==> config.mk <==
export PLATFORM = sky130hd
export DESIGN_NAME = x2_resp_misr
export DESIGN_NICKNAME = d
export VERILOG_FILES = /design/src/rtl/x2_bist_pkg.sv /design/src/rtl/x2_misr_step.sv /design/src/rtl/x2_resp_misr.sv
export SDC_FILE = /design/constraint.sdc
export NUM_CORES = 1
export LEC_CHECK = 0
export BUFFER_PORTS_ARGS = -buffer_cell sky130_fd_sc_hd__buf_2
export CORE_ASPECT_RATIO = 1.75
export CORE_UTILIZATION = 31
export CTS_BUF_LIST = sky130_fd_sc_hd__clkbuf_16
export CTS_CLUSTER_DIAMETER = 40
export CTS_CLUSTER_SIZE = 30
export DETAILED_ROUTE_END_ITERATION = 16
export GPL_ROUTABILITY_DRIVEN = 0
export GPL_TIMING_DRIVEN = 0
export PLACE_DENSITY_LB_ADDON = 0.08
export SYNTH_ARGS = -nofsm -noshare
export SYNTH_HDL_FRONTEND = slang
export SYNTH_SLANG_ARGS = --single-unit
==> constraint.sdc <==
create_clock -name clk -period 2.25 [get_ports clk]
set_clock_uncertainty 0.1 [all_clocks]
set_input_delay 0.1125 -clock clk [delete_from_list [all_inputs] [get_ports clk]]
set_output_delay 0.1125 -clock clk [all_outputs]
set_load 0.01 [all_outputs]
==> src/rtl/x2_bist_pkg.sv <==
// Shared types and constants for the x2 BIST response-compaction path.
package x2_bist_pkg;

    typedef enum logic [1:0] {
        IDLE = 2'd0,
        RUN  = 2'd1,
        DONE = 2'd2
    } state_e;

    localparam int unsigned RESP_W = 7;

    // Bit positions of the x2 outputs k..q within a response beat.
    localparam int unsigned K = 0;
    localparam int unsigned L = 1;
    localparam int unsigned M = 2;
    localparam int unsigned N = 3;
    localparam int unsigned O = 4;
    localparam int unsigned P = 5;
    localparam int unsigned Q = 6;

    localparam logic [15:0] DEF_POLY = 16'h1021;
    localparam logic [15:0] DEF_SEED = 16'h0000;

endpackage

==> src/rtl/x2_misr_step.sv <==
// Combinational MISR update: shift left, fold in polynomial on MSB, XOR in response.
module x2_misr_step
    import x2_bist_pkg::*;
#(
    parameter int unsigned      SIG_W = 16,
    parameter logic [SIG_W-1:0] POLY  = SIG_W'(DEF_POLY)
) (
    input  logic [SIG_W-1:0]  sig,
    input  logic [RESP_W-1:0] resp,
    output logic [SIG_W-1:0]  sig_next_c
);

    logic [SIG_W-1:0] fb;

    always_comb begin
        fb         = sig[SIG_W-1] ? POLY : '0;
        sig_next_c = {sig[SIG_W-2:0], 1'b0} ^ fb ^ SIG_W'(resp);
    end

endmodule

==> src/rtl/x2_resp_misr.sv <==
// Response compaction stage: folds x2 response beats into a MISR and compares
// the final signature against an expected value after a programmed beat count.
module x2_resp_misr
    import x2_bist_pkg::*;
#(
    parameter int unsigned      SIG_W = 16,
    parameter logic [SIG_W-1:0] POLY  = SIG_W'(DEF_POLY),
    parameter logic [SIG_W-1:0] SEED  = SIG_W'(DEF_SEED),
    parameter int unsigned      CNT_W = 11
) (
    input  logic              clk,
    input  logic              rst_n,
    input  logic              start,
    input  logic [CNT_W-1:0]  vec_total,
    input  logic [SIG_W-1:0]  exp_sig,
    input  logic              resp_valid,
    input  logic [RESP_W-1:0] resp,
    output logic              resp_ready,
    output logic              busy,
    output logic              done,
    output logic              pass,
    output logic [SIG_W-1:0]  signature,
    output logic [CNT_W-1:0]  resp_count
);

    state_e           state_q, state_d;
    logic [SIG_W-1:0] sig_q, sig_d;
    logic [SIG_W-1:0] exp_q, exp_d;
    logic [CNT_W-1:0] cnt_q, cnt_d;
    logic [CNT_W-1:0] total_q, total_d;
    logic             pass_q, pass_d;
    logic             ready_q, ready_d;
    logic             busy_q, busy_d;
    logic             done_q, done_d;

    logic [SIG_W-1:0] sig_next_c;
    logic [CNT_W-1:0] cnt_inc;
    logic             accept;

    x2_misr_step #(
        .SIG_W (SIG_W),
        .POLY  (POLY)
    ) u_step (
        .sig        (sig_q),
        .resp       (resp),
        .sig_next_c (sig_next_c)
    );

    // Next-state, datapath and registered-output decode.
    always_comb begin
        state_d = state_q;
        sig_d   = sig_q;
        exp_d   = exp_q;
        cnt_d   = cnt_q;
        total_d = total_q;
        pass_d  = pass_q;
        accept  = resp_valid & ready_q;
        cnt_inc = cnt_q + CNT_W'(1);

        case (state_q)
            IDLE, DONE: begin
                if (start) begin
                    sig_d   = SEED;
                    cnt_d   = '0;
                    total_d = vec_total;
                    exp_d   = exp_sig;
                    if (vec_total != '0) begin
                        pass_d  = 1'b0;
                        state_d = RUN;
                    end else begin
                        pass_d  = (SEED == exp_sig);
                        state_d = DONE;
                    end
                end
            end
            RUN: begin
                if (accept) begin
                    sig_d = sig_next_c;
                    cnt_d = cnt_inc;
                    if (cnt_inc == total_q) begin
                        pass_d  = (sig_next_c == exp_q);
                        state_d = DONE;
                    end
                end
            end
            default: state_d = IDLE;
        endcase

        ready_d = (state_d == RUN);
        busy_d  = (state_d == RUN);
        done_d  = (state_d == DONE);
    end

    always_ff @(posedge clk or negedge rst_n) begin
        if (!rst_n) begin
            state_q <= IDLE;
            sig_q   <= SEED;
            exp_q   <= '0;
            cnt_q   <= '0;
            total_q <= '0;
            pass_q  <= 1'b0;
            ready_q <= 1'b0;
            busy_q  <= 1'b0;
            done_q  <= 1'b0;
        end else begin
            state_q <= state_d;
            sig_q   <= sig_d;
            exp_q   <= exp_d;
            cnt_q   <= cnt_d;
            total_q <= total_d;
            pass_q  <= pass_d;
            ready_q <= ready_d;
            busy_q  <= busy_d;
            done_q  <= done_d;
        end
    end

    assign resp_ready = ready_q;
    assign busy       = busy_q;
    assign done       = done_q;
    assign pass       = pass_q;
    assign signature  = sig_q;
    assign resp_count = cnt_q;

endmodule

# After elaboration in Yosys (flattened, before gate mapping)
# Cells that the tools add are included.
[word_totals]
regBits = 59
in_bits = 38
out_inout_bits = 31
wordCells = 46
[op_classes]
addsub = 1
eq_ne = 9
mux = 17
bitwise = 3
reduce_logical = 8
[ops]
columns = ["operator", "count"]
rows = [
  ["2-to-1 mux 16 bit", 2],
  ["one-hot mux 16 bit (2 select lines)", 1],
  ["2-to-1 mux 11 bit", 2],
  ["one-hot mux 11 bit (2 select lines)", 1],
  ["== test 16 bit", 1],
  ["logical NOT 16 bit", 1],
  ["XOR 16 bit", 1],
  ["XOR 16 x 7 -> 16 bit", 1],
  ["2-to-1 mux 13 bit", 1],
  ["adder 11 x 1 -> 11 bit (second input constant)", 1],
  ["== test 11 bit", 1],
  ["nonzero test 11 bit", 1],
  ["2-to-1 mux 2 bit", 4],
  ["inequality test 2 bit (second input constant)", 3],
  ["== test 2 x 1 -> 1 bit (second input constant)", 2],
  ["== test 2 bit (second input constant)", 2],
  ["2-to-1 mux 1 bit", 4],
  ["one-hot mux 2 bit (2 select lines)", 1],
  ["AND reduction 4 bit", 1],
  ["AND reduction 3 bit", 1],
  ["logical NOT 2 bit", 1],
  ["one-hot mux 1 bit (2 select lines)", 1],
  ["AND reduction 2 bit", 1],
  ["nonzero test 2 bit", 1],
  ["2 further kinds", 2],
]

# Depth between registers and ports, before layout
[logic_depth]
depth_word = 7
depth_mapped = 8
mapped_depth_nobuf = 7

# Hierarchy
# From an unflattened synthesis, not the netlist that was laid out.
[unflattened]
cells_unflattened = 365
area_unflattened_um2 = 3234.4
[modules_own_cells]
columns = ["module", "n_inst", "cells_per_inst", "area_each_um2", "seq_area_each_um2"]
rows = [
  ["x2_resp_misr", 1, 349, 3089.2, 1476.4],
  ["x2_misr_step", 1, 16, 145.1, 0.0],
]

# Least setup slack after synthesis
# Ideal clock, no wire load.
[synth_path]
path_kind = "flip-flop to flip-flop"
start = "register cnt_q[0], in the netlist resp_count[0]"
end = "register pass_q, in the netlist pass"
setup_ns = 0.067
t_arrival_ns = 1.956
t_required_ns = 2.083
slack_ns = 0.127
stages_incl_launch_ff = 9
n_path_buf = 1
period_less_slack_ns = 2.123
path_cell_list = "dfrtp_1 > ha_1 > nand3_2 > buf_6 > o311a_1 > a22o_1 > o2111a_1 > a21o_1 > nand3_2"
[synth_via]
elab_chain_cells = 4
[synth_rtl]
columns = ["element", "line_no", "text"]
rows = [
  ["from (decl)", "x2_resp_misr.sv:29", "logic [CNT_W-1:0] cnt_q, cnt_d;"],
  ["from (signal assigned)", "x2_resp_misr.sv:109", "cnt_q <= cnt_d;"],
  ["adder 11 x 1 -> 11 bit", "x2_resp_misr.sv:58", "cnt_inc = cnt_q + CNT_W'(1);"],
  ["== test 11 bit", "x2_resp_misr.sv:80", "if (cnt_inc == total_q) begin"],
  ["inequality test 2 bit (no source line)", "--", ""],
  ["AND reduction 4 bit (no source line)", "--", ""],
  ["to (signal assigned)", "x2_resp_misr.sv:111", "pass_q <= pass_d;"],
  ["to (decl)", "x2_resp_misr.sv:31", "logic pass_q, pass_d;"],
]
# Every way passes these cells.
# A chain may end at the register's enable or synchronous reset.

# Worst setup path after layout
[layout_path]
start = "register cnt_q[0], in the netlist resp_count[0]"
end = "register busy_q, in the netlist busy"
[layout_via]
elab_chain_cells = 6
[layout_rtl]
columns = ["element", "line_no", "text"]
rows = [
  ["adder 11 x 1 -> 11 bit", "x2_resp_misr.sv:58", ""],
  ["== test 11 bit", "x2_resp_misr.sv:80", ""],
  ["2-to-1 mux 2 bit", "x2_resp_misr.sv:80", ""],
  ["2-to-1 mux 2 bit", "x2_resp_misr.sv:77", "if (accept) begin"],
  ["one-hot mux 2 bit (2 select lines)", "x2_resp_misr.sv:60", "case (state_q)"],
  ["== test 2 x 1 -> 1 bit", "x2_resp_misr.sv:90", "busy_d = (state_d == RUN);"],
  ["named net busy_d", "x2_resp_misr.sv:33", "logic busy_q, busy_d;"],
  ["to (signal assigned)", "x2_resp_misr.sv:113", "busy_q <= busy_d;"],
  ["to (decl)", "x2_resp_misr.sv:33", ""],
]
# The timed path passes the listed nets, and every way through them passes these cells.

==> results.toml <==
[run_status]
outcome = "complete, no violations"

[pwr]
intPower_mw = 3.26
power_density_mw_per_mm2 = 1260
power.switching_mw = 2.09
pwr-share-seq_pct = 35.9
combPwrFrac_pct = 39.8
vdd_drop_max_mv = 0.470
pwr-share-clk_pct = 24.3
p_leak_nw = 2.05
switching_share_pct = 39.1

[sta]
finalSetupViolCount = 0
finalCritPeriodShare_pct = 94.7
final-max-slew-violation-count = 0
max_clock_freq_ghz = 0.469
period_needed_ns = 2.13
slew_headroom_pct = 47.8
holdWs_ns = 0.0156
rsz0062_at_grt = "yes"
worst_pin_slew_ns = 0.784
setup-tns-final_ns = 0
hold_violations = 0

[synthesis]
syn_area_per_cell_um2 = 8.83
synth_top_area_cell = "dfrtp_1"
synth_nets = 390
syn_area_mm2 = 0.00310
synth_edf_count = 0
synth_ff_type = "dfrtp_1"
async_reset_ff_share_pct = 100
synth.distinct_cells = 46
synthSimpleGateAreaFrac_pct = 27.1
syn_inst = 351
synthTopCellsByArea = "dfrtp_1 (48%), nand2_1 (14%), xnor2_1 (6.8%), nand3_1 (3.6%), o21ai_0 (3.6%)"
yosys_warnings = 0
synthAdderAreaFrac_pct = 0.404
synth_top_family_by_area = "simple AND/OR/NAND/NOR gates"
synth_compound_area_share_pct = 9.64
ys_seq_area_share_pct = 47.6
yosysTopAreaCellShare_pct = 47.6
synth.mux.area_fraction_pct = 0.323
ys_ff_latch = 59
synth_xor_area_share_pct = 11.5

[routing]
routed_via_density = 4.84
drt_iter0_markers = 132
drt_first_pass_iters = 5
wirelength_um = 9560
antenna_left = 0
routedWlPerCell_um = 16.2
route.detailed.drc = 0
vias = 2853

[worst_setup_path]
max_stage_delay_ns = 0.42
cp_max_fo = 5
critical_path_class = "reg2reg"
cp-start-kind = "flip-flop"
endpoint_kind = "flip-flop"
crit_slowest_cell = "dfrtp_2"
required_ns = 2.33
cp.arrival_ns = 2.21
reg2reg_slack_ns = 0.12
crit_chain = "ha_4 > nand3_2 > or3_1 > a211oi_2 > o32a_2 > nor4b_4 > o22ai_1"

[finish]
final_cell_mix = "nand2_1 (112), buf_2 (68), dfrtp_1 (57), dlygate4sd3_1 (29), xnor2_1 (24)"
area_delta_synth_final_pct = 36.4
antenna_cells = 0
mostFrequentLayoutCell = "nand2_1"
nNetsFinal = 500
fillers = 1022
drive_above_1_share_pct = 21.9

[floorplan]
die_y_um = 134
io_pins = 69
core_area_mm2 = 0.00979
design.die.area_mm2 = 0.0104
die_x_um = 77.6
rows = 48
start_util_pct = 31.7

[clock_network]
cts_sinks = 59
cts_buffers = 9
cts_root_buffer = "clkbuf_16"
insertion_delay_ns = 0.33
htreeDepth = 3
path_clk_slew_ns = 0.05
clk_path_buf_depth = 2
cts_tree = "built"

[worst_hold_path]
min_path_type = "in2reg"

[job]
drv_cap = 0

[grt]
grt_pass1_vias = 2904
grt_pass1_wl_um = 15400
track_usage_pct = 19.9
grt.overflow.total = 0
grt_max_degree = 60
antenna_found_initial = 0

[placed_design]
port-buffer-count = 68
hpwl_um = 6940
## area by class of cell
cell class,count,area [um^2],share of cell area (%)
Multi-Input combinational cell,269,1560,37.0
Sequential cell,59,1480,35.0
Timing Repair Buffer,99,648,15.3
Clock buffer,9,225,5.32
Tap cell,125,156,3.70
Buffer,19,93.8,2.22
Clock inverter,6,48.8,1.15
Inverter,4,15.0,0.355
## power by group through the flow
stage	Clock (mW)	Combinational [mW]	Sequential [mW]
5_1_grt	1.36	2.40	1.98
4_1_cts	1.32	2.10	1.93
2_1_floorplan	0	1.34	1.89
3_5_place_dp	0	2.04	1.93
6_report	1.30	2.13	1.92
3_3_place_gp	0	2.01	1.93
## synthesized netlist by cell type, types with 2 or more instances
library cell,n
o22ai_1,2
dfrtp_1,59
nand2b_1,3
inv_1,4
a21oi_1,4
a31oi_1,4
nand3_1,22
xnor3_1,3
nor4_1,9
nor2_1,16
o21ai_0,22
xnor2_1,24
o31ai_1,3
buf_2,2
nand3_2,2
nor4b_1,2
nor3_1,4
and3_1,2
buf_4,2
xor2_1,9
nand2_1,112
nand4_1,3
o41ai_1,4
clkbuf_1,12
## kinds of logic (layout without fill, tap and decap cells)
group,count (synthesis),after routing
xor+xnor,36,36
simple gates,184,184
flops,59,59
compound gates,47,47
buf+inv,23,137
mux,1,1
fa+ha+maj,1,1
## stage by stage
step | power, mW | cells | util [%] | cell area (um^2) | setup WS (ns)
CTS | 5.35 | 588 | 42.7 | 4180 | 0.0453
global route | 5.74 | 590 | 43.2 | 4230 | -0.0170
finish | 5.35 | 590 | 43.2 | 4230 | 0.119
global placement | 3.95 | 544 | 36.7 | 3600 | -0.134
detailed placement | 3.97 | 544 | 36.8 | 3600 | -0.113
floorplan | 3.23 | 351 | - | 3100 | 0.127
## metal layers
metal | share of wire, % | vias up | global-route usage (%)
li1 | - | 1412 | -
met1 | 38 | 1365 | 21.3
met2 | 56 | 58 | 36.5
met3 | 2.8 | 18 | 3.88
met4 | 3.2 | 0 | 10.1
met5 | 0 | - | 0
## critical path: cells and delay by family (launching register included)
family	cells	cell delay, ns
and+or+nand+nor	3	0.70
DFF	1	0.42
adders and majority gates	1	0.18
AOI/OAI and AO/OA	3	0.56
## path summary, 6_finish.rpt
path	depth (start not counted)	start	endpoint
worst max-delay path	7	resp_count[0]	busy
worst min-delay path	3	resp[4]	signature[4]
worst max register to register	7	resp_count[0]	busy
worst min register to register	2	exp_q[4]	exp_q[4]
max in group asynchronous	2	rst_n	resp_count[9]
min in group asynchronous	2	rst_n	resp_count[7]
## repair_timing
action	in CTS	in global routing
endpoints found under the hold margin	87	0
hold buffers	29	0
resized for setup	4	9
buffers inserted	0	2
setup endpoints to repair	6	13
pin swaps	0	1
## flip-flops by register name, indices dropped and copies added (netlist names)
| name | flops |
|---|---|
| resp_count | 11 |
| state_q | 2 |
| busy | 1 |
| pass | 1 |
| exp_q | 16 |
| signature | 16 |
| total_q | 11 |
| done | 1 |
(Power assumes the default switching activity.)
